[src/rtl/uart_apb_regif.sv]
// ---------------------------------------------------------------------------
// uart_apb_regif
// APB3 slave register front-end for the UART physical layer. CPU register
// accesses become pushes into the TX-byte and config FIFOs and pops from the
// RX-byte FIFO. The block also holds the config staging registers, the
// interrupt enables, the sticky error flags and a registered level interrupt.
//
// Ports
//   clk, rstn                  clock, asynchronous active-low reset
//   psel/penable/pwrite/paddr/pwdata/prdata/pready/pslverr
//                              APB3 slave port (paddr[4:2] decoded)
//   tx_fifo_full/empty         TX-byte FIFO flags
//   tx_fifo_wr_en/wr_data      TX-byte FIFO push (registered)
//   cfg_fifo_full              config FIFO full flag
//   cfg_fifo_wr_en/wr_data     config FIFO push (registered)
//   rx_fifo_empty              RX-byte FIFO empty flag
//   rx_fifo_rd_en/rd_data      RX-byte FIFO pop, data valid one cycle later
//   irq                        level interrupt
// ---------------------------------------------------------------------------
module uart_apb_regif #(
   parameter int ADDR_WIDTH        = 8,
   parameter int PHY_FIFO_WIDTH    = 8,
   parameter int CONFIG_DATA_WIDTH = 40
) (
   input  logic                         clk,
   input  logic                         rstn,
   input  logic                         psel,
   input  logic                         penable,
   input  logic                         pwrite,
   input  logic [ADDR_WIDTH-1:0]        paddr,
   input  logic [31:0]                  pwdata,
   output logic [31:0]                  prdata,
   output logic                         pready,
   output logic                         pslverr,
   input  logic                         tx_fifo_full,
   input  logic                         tx_fifo_empty,
   output logic                         tx_fifo_wr_en,
   output logic [PHY_FIFO_WIDTH-1:0]    tx_fifo_wr_data,
   input  logic                         cfg_fifo_full,
   output logic                         cfg_fifo_wr_en,
   output logic [CONFIG_DATA_WIDTH-1:0] cfg_fifo_wr_data,
   input  logic                         rx_fifo_empty,
   output logic                         rx_fifo_rd_en,
   input  logic [PHY_FIFO_WIDTH-1:0]    rx_fifo_rd_data,
   output logic                         irq
);

   localparam int HI_W = CONFIG_DATA_WIDTH - 32;

   localparam logic [2:0] A_TXDATA = 3'd0;
   localparam logic [2:0] A_RXDATA = 3'd1;
   localparam logic [2:0] A_CFG_LO = 3'd2;
   localparam logic [2:0] A_CFG_HI = 3'd3;
   localparam logic [2:0] A_STATUS = 3'd4;
   localparam logic [2:0] A_CTRL   = 3'd5;

   typedef enum logic [1:0] {
      IDLE   = 2'd0,
      RX_POP = 2'd1,
      RX_CAP = 2'd2
   } state_t;

   state_t            state;
   logic [31:0]       cfg_lo;
   logic [HI_W-1:0]   cfg_hi;
   logic [1:0]        ctrl;
   logic              tx_ovf;
   logic              cfg_ovf;
   logic              rx_unf;
   logic [31:0]       prdata_q;
   logic [31:0]       rd_val;

   // Actions decoded in SETUP and carried out only if the ACCESS cycle follows.
   logic              op_tx_push;
   logic              op_tx_ovf;
   logic              op_cfg_lo;
   logic              op_cfg_hi;
   logic              op_cfg_push;
   logic              op_cfg_ovf;
   logic              op_rx_unf;
   logic              op_ctrl;

   logic              setup_ph;
   logic              access_ph;
   logic [2:0]        reg_sel;
   logic              unused_bits;

   assign setup_ph  = psel & ~penable;
   assign access_ph = psel & penable;
   assign reg_sel   = paddr[4:2];

   assign unused_bits = ^{paddr, pwdata};

   // In RX_CAP the FIFO's read data is already valid, so it is forwarded
   // straight onto the bus to finish the read without a third wait cycle.
   assign prdata = (state == RX_CAP) ? 32'(rx_fifo_rd_data) : prdata_q;

   // Read mux for the registers served zero-wait.
   always_comb begin
      rd_val = '0;
      case (reg_sel)
         A_CFG_LO: rd_val = cfg_lo;
         A_CFG_HI: rd_val = 32'(cfg_hi);
         A_STATUS: rd_val = {25'd0, rx_unf, cfg_ovf, tx_ovf, cfg_fifo_full,
                             rx_fifo_empty, tx_fifo_empty, tx_fifo_full};
         A_CTRL:   rd_val = {30'd0, ctrl};
         default:  rd_val = '0;
      endcase
   end

   // Single control process: SETUP decodes and pre-registers the response,
   // ACCESS commits register writes, FIFO pushes and sticky flags.
   always_ff @(posedge clk or negedge rstn) begin
      if (!rstn) begin
         state            <= IDLE;
         cfg_lo           <= '0;
         cfg_hi           <= '0;
         ctrl             <= '0;
         tx_ovf           <= 1'b0;
         cfg_ovf          <= 1'b0;
         rx_unf           <= 1'b0;
         prdata_q         <= '0;
         pready           <= 1'b1;
         pslverr          <= 1'b0;
         tx_fifo_wr_en    <= 1'b0;
         tx_fifo_wr_data  <= '0;
         cfg_fifo_wr_en   <= 1'b0;
         cfg_fifo_wr_data <= '0;
         rx_fifo_rd_en    <= 1'b0;
         irq              <= 1'b0;
         op_tx_push       <= 1'b0;
         op_tx_ovf        <= 1'b0;
         op_cfg_lo        <= 1'b0;
         op_cfg_hi        <= 1'b0;
         op_cfg_push      <= 1'b0;
         op_cfg_ovf       <= 1'b0;
         op_rx_unf        <= 1'b0;
         op_ctrl          <= 1'b0;
      end else begin
         tx_fifo_wr_en  <= 1'b0;
         cfg_fifo_wr_en <= 1'b0;
         op_tx_push     <= 1'b0;
         op_tx_ovf      <= 1'b0;
         op_cfg_lo      <= 1'b0;
         op_cfg_hi      <= 1'b0;
         op_cfg_push    <= 1'b0;
         op_cfg_ovf     <= 1'b0;
         op_rx_unf      <= 1'b0;
         op_ctrl        <= 1'b0;
         irq <= (ctrl[0] & ~rx_fifo_empty) | (ctrl[1] & tx_fifo_empty);

         case (state)
            IDLE: begin
               if (access_ph) begin
                  if (op_tx_push) begin
                     tx_fifo_wr_en   <= 1'b1;
                     tx_fifo_wr_data <= pwdata[PHY_FIFO_WIDTH-1:0];
                  end
                  if (op_cfg_lo) cfg_lo <= pwdata;
                  if (op_cfg_hi) cfg_hi <= pwdata[HI_W-1:0];
                  if (op_cfg_push) begin
                     cfg_fifo_wr_en   <= 1'b1;
                     cfg_fifo_wr_data <= {pwdata[HI_W-1:0], cfg_lo};
                  end
                  if (op_ctrl) ctrl <= pwdata[1:0];
                  // Set terms are ORed last so a set beats a same-cycle clear.
                  tx_ovf  <= (tx_ovf  & ~(op_ctrl & pwdata[4])) | op_tx_ovf;
                  cfg_ovf <= (cfg_ovf & ~(op_ctrl & pwdata[5])) | op_cfg_ovf;
                  rx_unf  <= (rx_unf  & ~(op_ctrl & pwdata[6])) | op_rx_unf;
                  prdata_q <= '0;
                  pslverr  <= 1'b0;
               end else if (setup_ph) begin
                  prdata_q <= '0;
                  pslverr  <= 1'b0;
                  if (pwrite) begin
                     case (reg_sel)
                        A_TXDATA: begin
                           if (tx_fifo_full) begin
                              pslverr   <= 1'b1;
                              op_tx_ovf <= 1'b1;
                           end else begin
                              op_tx_push <= 1'b1;
                           end
                        end
                        A_CFG_LO: op_cfg_lo <= 1'b1;
                        A_CFG_HI: begin
                           op_cfg_hi <= 1'b1;
                           if (cfg_fifo_full) begin
                              pslverr    <= 1'b1;
                              op_cfg_ovf <= 1'b1;
                           end else begin
                              op_cfg_push <= 1'b1;
                           end
                        end
                        A_CTRL:   op_ctrl <= 1'b1;
                        default:  ;
                     endcase
                  end else if (reg_sel == A_RXDATA) begin
                     if (rx_fifo_empty) begin
                        pslverr   <= 1'b1;
                        op_rx_unf <= 1'b1;
                     end else begin
                        // Pop during the first ACCESS cycle, data next cycle.
                        state         <= RX_POP;
                        pready        <= 1'b0;
                        rx_fifo_rd_en <= 1'b1;
                     end
                  end else begin
                     prdata_q <= rd_val;
                  end
               end
            end
            RX_POP: begin
               rx_fifo_rd_en <= 1'b0;
               pready        <= 1'b1;
               state         <= RX_CAP;
            end
            RX_CAP: begin
               prdata_q <= '0;
               state    <= IDLE;
            end
            default: begin
               rx_fifo_rd_en <= 1'b0;
               pready        <= 1'b1;
               state         <= IDLE;
            end
         endcase
      end
   end

endmodule
[config.mk]
export PLATFORM = sky130hd
export DESIGN_NAME = uart_apb_regif
export DESIGN_NICKNAME = d
export VERILOG_FILES = /design/src/rtl/uart_apb_regif.sv
export SDC_FILE = /design/constraint.sdc
export NUM_CORES = 1
export LEC_CHECK = 0
export CAP_MARGIN = 20
export CORE_ASPECT_RATIO = 0.9
export CORE_MARGIN = 3
export CORE_UTILIZATION = 25
export CTS_BUF_LIST = sky130_fd_sc_hd__clkbuf_16
export DETAILED_ROUTE_END_ITERATION = 12
export GPL_TIMING_DRIVEN = 0
export RECOVER_POWER = 50
export SLEW_MARGIN = 20
export SYNTH_ARGS = -nofsm -noshare
export SYNTH_HDL_FRONTEND = slang
export SYNTH_SLANG_ARGS = --single-unit
[constraint.sdc]
create_clock -name clk -period 2.1 [get_ports clk]
set_input_delay 0.315 -clock clk [delete_from_list [all_inputs] [get_ports clk]]
set_output_delay 0.315 -clock clk [all_outputs]
set_load 0.02 [all_outputs]
==> results of run 1 <==
path summary, 6_finish.rpt:
check	startpoint	end	slack (ns)	cells past startpoint
max	state[0]	prdata[8]	0.07	4
min	prdata_q[4]	prdata_q[4]	0.48	2
max reg2reg	state[1]	prdata_q[25]	0.12	5
min reg2reg	prdata_q[4]	prdata_q[4]	0.48	2
max in group asynchronous	rstn	cfg_lo[3]	0.35	3
min in group asynchronous	rstn	prdata_q[16]	0.66	2
sequential cells by signal, summed over array words and instances, names as in the netlist, 2 cells and up:
signal,count
tx_fifo_wr_data,8
cfg_lo,32
ctrl,2
state,2
prdata_q,32
cfg_fifo_wr_data,40
cfg_hi,8
worst min-delay path, cell delays in order (launching register included):
cell	delay, ns
dfrtp_1	0.34
nand2_1	0.05
o21ai_0	0.06
metal layers:
layer  global-route usage  up-vias
met5                    0        -
met1                0.171     1975
met3               0.0365       20
met4               0.0466        0
met2                0.203       97
li1                     -     1785
what timing repair did:
item                                    CTS  global route
endpoints found under the setup margin   32            15
buffers inserted                          3             0
resized for setup                        82            18
hold buffers                              1             0
endpoints found under the hold margin    42             0
pin swaps                                 0             0
report_power, final:
group          internal, mW  total [mW]  switching (mW)
Combinational         0.244       0.475           0.231
Sequential             2.82        2.89          0.0715
Clock                  1.89        3.12            1.23
cells in the final DEF (no fill, tap or decap), types with 5 or more instances in the layout:
cell	synthesis	final
dfrtp_1	140	138
buf_2	9	15
clkbuf_16	0	17
o21ai_0	6	6
clkbuf_2	0	8
nand2_1	15	15
clkdlybuf4s15_2	0	5
clkdlybuf4s50_1	0	77
nor4bb_1	6	6
mux2_2	99	99
and2_1	29	29
a22o_1	5	5
inv_1	8	8
clkdlybuf4s15_1	0	9
a22o_2	21	21
a221oi_1	9	9
dlygate4sd3_1	0	28
cell families (layout without fill, tap and decap cells):
| group | after synthesis | count (layout) |
|---|---|---|
| AND/OR/NAND/NOR | 80 | 80 |
| multiplexers | 99 | 99 |
| flip-flops | 141 | 141 |
| AO/OA/AOI/OAI | 54 | 54 |
| buffers and inverters | 28 | 200 |
area by class of cell:
type                    instances  area share
inverters                       8     0.00369
flip-flops and latches        141       0.434
well taps                     297      0.0457
plain buffers                  19      0.0172
clock inverters                14      0.0226
multi-input cells             233       0.258
clock buffers                  17      0.0523
repair buffers                142       0.166
==> results_dict.tcl, run 1 <==
set metrics [dict create \
    dieArea_mm2 0.0250 \
    rsz0062_at_grt "no" \
    yosysWarnings 0 \
    cts_root_buf "clkbuf_16" \
    cts_tree "built" \
    antennaDiodeCount 0 \
    grt_use_total 0.129 \
    setup_violations 0 \
    fp-row-count 52 \
    synth_common_cells "140 x dfrtp_1, 99 x mux2_2, 29 x and2_1" \
    drv_cap 0 \
    netlist_instances 402 \
    areaGrowthSynthToFinish_pct 40.8 \
    ir_worst_vdd_mv 0.441 \
    whs_ns 0.480 \
    startpoint_type "register" \
    cts_max_level 4 \
    drive_above_1_share 0.348 \
    cp.arrival_ns 1.72 \
    cp_num_buf_inv 2 \
    pre_cts_ws_ns -0.488 \
    status "finished clean" \
    ys_ff_latch 141 \
    cp_cell_sequence "or2b_4, buf_8, and2_1, dlygate4sd2_1" \
    finalWirelength_mm 15.6 \
    hpwlAfterDp_mm 11.4 \
    design.core.area_mm2 0.0226 \
    synth-xor-area-share 0 \
    synth.distinct_cells 43 \
    synthAdderAreaFrac 0 \
    drc_errors 0 \
    portBuffers 137 \
    cpPeakStageDelay_ns 0.40 \
    worst_pin_slew_ns 1.11 \
    synth_edf_count 0 \
    synthMuxAreaShare 0.193 \
    fin_ws_ns 0.0657 \
    ant_nets 0 \
    clkLatencyLatePin_ns 0.41 \
    crit_fanout 10 \
    viasPerCell 4.45 \
    syn_area_per_cell_um2 14.4 \
    synthArstFlopShare 1.00 \
    antenna_found_initial 0 \
    p_per_area_mw_per_mm2 798 \
    clk_path_buf_depth 2 \
    critPathCaptureType "output pin" \
    synth_top_family_by_area "multiplexers" \
    yosysTopAreaCellShare 0.607 \
    dpl-instance-area_mm2 0.00755 \
    final-seq-area_mm2 0.00353 \
    yosysMostFrequentCell "dfrtp_1" \
    gp_congestion 0.766 \
    routed-wl-met2_mm 7.36 \
    path_clk_slew_ns 0.06 \
    min_path_type "reg -> reg" \
    multi_input_comb_area_mm2 0.00210 \
    max-slew-margin-rel 0.258 \
    slew_violations 0 \
    grt_max_degree 99 \
    routed-via-count 3877 \
    grt_pass1_vias 4197 \
    netlist_top_cells_area "dfrtp_1 61%, mux2_2 19%, a22o_2 3.6%" \
    crit_path_top_delay_cell "dfrtp_2" \
    dieWidth_um 166 \
    yosys.area.top_type "dfrtp_1" \
    dp.cells 837 \
    fin_tns_setup_ns 0 \
    finalPower_mw 6.49 \
    fin_crit_sh 0.969 \
    top_layer "met4" \
    route.met3.wl_um 694 \
    overflow 0 \
    drtIter0Drc 130 \
    fmax_mhz 492 \
    finalNetCount 619 \
    drt-pass1-iter-count 4 \
    syn-num-nets 459 \
    synth_area_mm2 0.00577 \
    power.leakage_nw 3.92 \
    min_period_ns 2.03 \
    fillers 2185 \
    final_area_mm2 0.00813 \
    fin_skew_ns 0.0122 \
    cts_sinks 141 \
    die_h_um 150 \
    crit_type "reg -> out" \
    io_pins 143 \
    wl_per_cell_um 17.9 \
    post-route-util 0.360 \
    wl_met1_mm 7.22 \
    initial_core_util 0.256 \
    synth_compound_area_frac 0.0804 \
    required_ns 1.78 \
    cpLargestDelayFamily "buffers and inverters" \
    grt_pass1_wl_mm 24.7 \
    numCtsBuffers 17 \
    finalNonFillerCells 871 \
    yosys.area_share.simple 0.0891 \
    synth_flop_cell "dfrtp_1" \
    ys_seq_area_frac 0.611 \
    final-hold-violation-count 0 \
]
Note: power is estimated with default switching activity, not from simulation.
==> run 2, diff against run 1 <==
--- a/config.mk
+++ b/config.mk
@@ -12,7 +12,7 @@
 export CTS_BUF_LIST = sky130_fd_sc_hd__clkbuf_16
 export DETAILED_ROUTE_END_ITERATION = 12
 export GPL_TIMING_DRIVEN = 0
-export RECOVER_POWER = 50
+export RECOVER_POWER = 100
 export SLEW_MARGIN = 20
 export SYNTH_ARGS = -nofsm -noshare
 export SYNTH_HDL_FRONTEND = slang
==> results_dict.tcl, run 2 (synthesized netlist as in run 1, its figures left out) <==
set metrics [dict create \
    io_pins 143 \
    p_per_area_mw_per_mm2 799 \
    drc_errors 0 \
    drtIter0Drc 136 \
    crit_fanout 10 \
    power.leakage_nw 4.00 \
    ant_nets 0 \
    fmax_mhz 491 \
    drive_above_1_share 0.336 \
    cts_tree "built" \
    final-hold-violation-count 0 \
    whs_ns 0.481 \
    finalNetCount 619 \
    r2r_cells 5 \
    largest_reg_flops 40 \
    initial_core_util 0.256 \
    dieArea_mm2 0.0250 \
    required_ns 1.78 \
    cp.arrival_ns 1.72 \
    worst_pin_slew_ns 1.12 \
    fin_crit_sh 0.970 \
    hpwlAfterDp_mm 11.4 \
    fin_skew_ns 0.0115 \
    antenna_found_initial 0 \
    min_path_type "reg -> reg" \
    rsz0062_at_grt "no" \
    startpoint_type "register" \
    die_h_um 150 \
    overflow 0 \
    cp_num_cells 4 \
    min_path_cells 2 \
    drt-pass1-iter-count 4 \
    portBuffers 137 \
    min_period_ns 2.04 \
    viasPerCell 4.44 \
    clk_path_buf_depth 2 \
    cpPeakStageDelay_ns 0.40 \
    cp_cell_sequence "or2b_4, buf_4, and2_0, clkdlybuf4s15_1" \
    cts_max_level 4 \
    fp-row-count 52 \
    slew_violations 0 \
    layout_common_cells "138 x dfrtp_1, 99 x mux2_2, 58 x dlygate4sd3_1, 47 x clkdlybuf4s50_1, 24 x and2_1" \
    ir_worst_vdd_mv 0.441 \
    largest-register "cfg_fifo_wr_data" \
    layout_commonest_cell "dfrtp_1" \
    dieWidth_um 166 \
    numCtsBuffers 17 \
    areaGrowthSynthToFinish_pct 40.6 \
    fin_tns_setup_ns 0 \
    reg_top3 "cfg_fifo_wr_data: 40 flops, cfg_lo: 32 flops, prdata_q: 32 flops" \
    crit_path_top_delay_cell "dfrtp_2" \
    grt_pass1_wl_mm 24.7 \
    crit_type "reg -> out" \
    path_clk_slew_ns 0.06 \
    grt_max_degree 99 \
    status "finished clean" \
    max-slew-margin-rel 0.256 \
    cp_num_buf_inv 2 \
    cts_sinks 141 \
    wl_per_cell_um 17.9 \
    grt_use_total 0.129 \
    setup_violations 0 \
    cpLargestDelayFamily "buffers and inverters" \
    finalWirelength_mm 15.6 \
    grt_pass1_vias 4197 \
    drv_cap 0 \
    antennaDiodeCount 0 \
    cts_root_buf "clkbuf_16" \
    design.core.area_mm2 0.0226 \
    routed-via-count 3866 \
    clkLatencyLatePin_ns 0.41 \
    critPathCaptureType "output pin" \
    gp_congestion 0.766 \
]
run 2: changes by cell type in the layout (fill, tap and decap cells not counted), sizes merged:
cell,previous run,this run
dlygate4sd3,28,58
clkdlybuf4s15,14,13
clkdlybuf4s50,77,47
buf,23,12
clkbuf,31,43
run 2: where the power goes:
group	switching [mW]	internal (mW)
sequential	0.0707	2.82
clock	1.23	1.89
combinational	0.231	0.238
total	1.53	4.95
run 2: through the flow:
step                 util  instance area [um2]  setup slack (ns)  power (mW)  std cells
finish              0.359                 8110            0.0628        6.48        871
global route        0.359                 8110          0.000548        6.77        871
CTS                 0.362                 8160          -0.00296        6.61        871
detailed placement  0.334                 7550            -0.488        3.44        837
global placement    0.333                 7520             -4.75        3.42        836
floorplan               -                 5770             0.420        3.13        402
run 2: layout make-up:
class                           instances  area, um2
Multi-Input combinational cell        233       2090
Fill cell                            2190      14500
Sequential cell                       141       3530
Timing Repair Buffer                  142       1340
Tap cell                              297        372
Clock inverter                         14        184
Inverter                                8       30.0
Clock buffer                           17        425
Buffer                                 19        140
run 2: worst min-delay path: cells and delay by family, from the launching register on:
kind	cells	cell delay, ns
AO/OA/AOI/OAI	1	0.06
flip-flops	1	0.34
AND/OR/NAND/NOR	1	0.05
run 2: routing by layer:
metal,global-route usage,routed length (um),vias up
li1,-,-,1785
met1,0.171,7210,1971
met2,0.203,7380,90
met3,0.0365,654,20
met4,0.0466,341,0
met5,0,0,-
run 2: what timing repair did:
action                     CTS  global route
hold endpoints to repair    42             0
setup endpoints to repair   32            15
setup buffers                3             0
gates resized for setup     82            18
pin swaps                    0             0
hold buffers                 1             0
run 2: worst paths after layout:
check / from / endpoint / slack, ns
max: state[0] / prdata[11] / 0.06
min: prdata_q[4] / prdata_q[4] / 0.48
max reg2reg: state[1] / prdata_q[25] / 0.11
min reg2reg: prdata_q[4] / prdata_q[4] / 0.48
max in group asynchronous: rstn / cfg_fifo_wr_data[3] / 0.34
min in group asynchronous: rstn / prdata_q[16] / 0.66
==> edit, RTL diff (config.mk and constraints of run 2) <==
Add an input register stage for `cfg_fifo_full`, without a reset; this delays it by one clock. The other inputs are not delayed to match.
--- a/src/rtl/uart_apb_regif.sv
+++ b/src/rtl/uart_apb_regif.sv
@@ -60,6 +60,12 @@
       RX_CAP = 2'd2
    } state_t;
 
+   logic cfg_fifo_full_q;
+
+   always_ff @(posedge clk) begin
+      cfg_fifo_full_q <= cfg_fifo_full;
+   end
+
    state_t            state;
    logic [31:0]       cfg_lo;
    logic [HI_W-1:0]   cfg_hi;
@@ -101,7 +107,7 @@
       case (reg_sel)
          A_CFG_LO: rd_val = cfg_lo;
          A_CFG_HI: rd_val = 32'(cfg_hi);
-         A_STATUS: rd_val = {25'd0, rx_unf, cfg_ovf, tx_ovf, cfg_fifo_full,
+         A_STATUS: rd_val = {25'd0, rx_unf, cfg_ovf, tx_ovf, cfg_fifo_full_q,
                              rx_fifo_empty, tx_fifo_empty, tx_fifo_full};
          A_CTRL:   rd_val = {30'd0, ctrl};
          default:  rd_val = '0;
@@ -185,7 +191,7 @@
                         A_CFG_LO: op_cfg_lo <= 1'b1;
                         A_CFG_HI: begin
                            op_cfg_hi <= 1'b1;
-                           if (cfg_fifo_full) begin
+                           if (cfg_fifo_full_q) begin
                               pslverr    <= 1'b1;
                               op_cfg_ovf <= 1'b1;
                            end else begin
Check against the original RTL: not equivalent (Yosys sat finds a counterexample within 4 cycles, from zero or initial values and one cycle with rstn low).
==> edit against run 2 <==
Sequential cell count grew 1; largest cell class unchanged; synthesized cell count fell by 1.2%; final area down 1.0%; routed wire length rose by 1.3%; worst setup slack improved by 4.1 ps; critical endpoint is now prdata[3]; area after synthesis shrank 1.1%; cell count shrank 1.3%; critical path depth is the same; power decreased by 2.0%.
==> edit: results (changes against run 2) <==
| Metric | Value |
|---|---|
| Setup slack on the worst flop-to-flop path | `160 ps (+50 ps)` |
| Fraction of layout instances using a drive strength above 1 | `0.2460 (-0.09019)` |
| Worst stage delay on the critical path | `380 ps (-20 ps)` |
| Filler instances | `2127 (-2.9%)` |
| Number of global-route vias before repair | `4290 (+2.2%)` |
| Last weighted congestion value of the routability-driven placer | `0.7720 (+0.85%)` |
| Outcome | `completed` |
| Fraction of the mapped netlist area in compound gates | `0.07844 (-0.001967)` |
| Cell types occupying the most area after synthesis | `dfrtp_1, mux2_2, mux2_1` |
| Hold Path Sink | `cfg_fifo_full_q` |
| Met1 Use GR | `0.1756 (+0.004845)` |
| GR met2 Demand/Resource | `0.2066 (+0.003689)` |
| Final min period | `2033 ps (-4.149 ps)` |
| List of most frequent post-synthesis cells | `dfrtp_1, mux2_2, and2_1` |
| Distinct cell type count of the synthesized netlist | `42 (-2.3%)` |
| Post-synthesis instance area | `5710 µm² (-1.1%)` |
| Wire length of the first global-routing pass | `24.54 mm (-0.70%)` |
| Critical register-to-register path endpoint | `prdata_q[27]` |
| Share of synthesized area spent on multiplexers | `0.1987 (+0.005621)` |
| Placed wire-length estimate after detailed placement | `11.29 mm (-0.62%)` |
| Largest net degree at the start of global routing | `73 (-26%)` |
| Synthesized net count | `454 (-1.1%)` |
| Final Skew | `6.344 ps (-5.133 ps)` |
| Cell depth of the worst flop-to-flop path | `6 (+1)` |
| Worst hold path cell count | `1 (-1)` |
| Hold_sp | `cfg_fifo_full` |
| Met3 GRT Util | `0.04164 (+0.005151)` |
| Fraction of registers with async set or reset after synthesis | `0.9930 (-0.007042)` |
| Leakage component of the power | `4.071 nW (+1.8%)` |
| Max-slew headroom at the worst pin | `0.3202 (+0.06426)` |
## edit: how the worst max path moves through the flow
stage,start,endpoint,slack [ps],cells past startpoint
4_1_cts,state[0],prdata[5],10,4
3_3_place_gp,rstn,cfg_lo[17],-4770,1
3_5_place_dp,state[0],prdata[2],-330,4
5_1_grt,state[0],prdata[3],0.7,4
6_report,state[0],prdata[3],70,4
2_1_floorplan,state[0],prdata[2],550,3
## edit: what timing repair did
action                                  CTS  global route
endpoints found under the setup margin   32            15
endpoints found under the hold margin    69             0
buffers inserted                          2             0
hold buffers                              1             0
gates resized for setup                  52             8
## edit: logic make-up after synthesis
kind of cell / after synthesis
AND/OR/NAND/NOR: 73
flip-flops: 142
multiplexers: 101
AO/OA/AOI/OAI: 57
buffers and inverters: 24
## edit: worst reg2reg max path, cell delays in order, from the launching register on
cell      delay, ps
dfrtp_2         420
buf_4           160
nor4b_4         350
nand2b_2        180
nor3_4          370
buf_6           220
a22o_1          170
## edit: area by class of cell
class	count	area [µm²]	area share
buffer	20	128.9	0.01605
clock inverter	14	153.9	0.01916
clock buffer	17	425.4	0.05297
inverter	4	15.01	0.001869
timing repair buffer	141	1365	0.1700
multi-input combinational	231	2027	0.2524
tap	291	364.1	0.04533
sequential	142	3552	0.4423
## edit: stage by stage
step / std cells / worst slack [ps] / cell area, µm² / utilization / hold slack (ps)
CTS: 860 / 10.27 / 8085 / 0.3673 / 346.9
finish: 860 / 66.95 / 8031 / 0.3648 / 463.8
global route: 860 / 0.6548 / 8031 / 0.3648 / 452.5
floorplan: 397 / 550.4 / 5710 / - / 19.41
global placement: 825 / -4766 / 7446 / 0.3382 / 467.4
detailed placement: 826 / -334.5 / 7478 / 0.3397 / 314.2
## edit: report_power, final
group	internal (mW)	leakage [nW]	switching, mW	total [mW]
combinational	0.228	1.84	0.226	0.454
clock	1.84	0.280	1.15	2.99
sequential	2.84	1.95	0.0675	2.91
total	4.91	4.07	1.44	6.35
## edit: metal layers
layer  routed length [µm]  share of wire
met2                 7365           0.47
met1                 7272           0.46
met4                  199          0.013
met5                    0              0
met3                  955          0.060
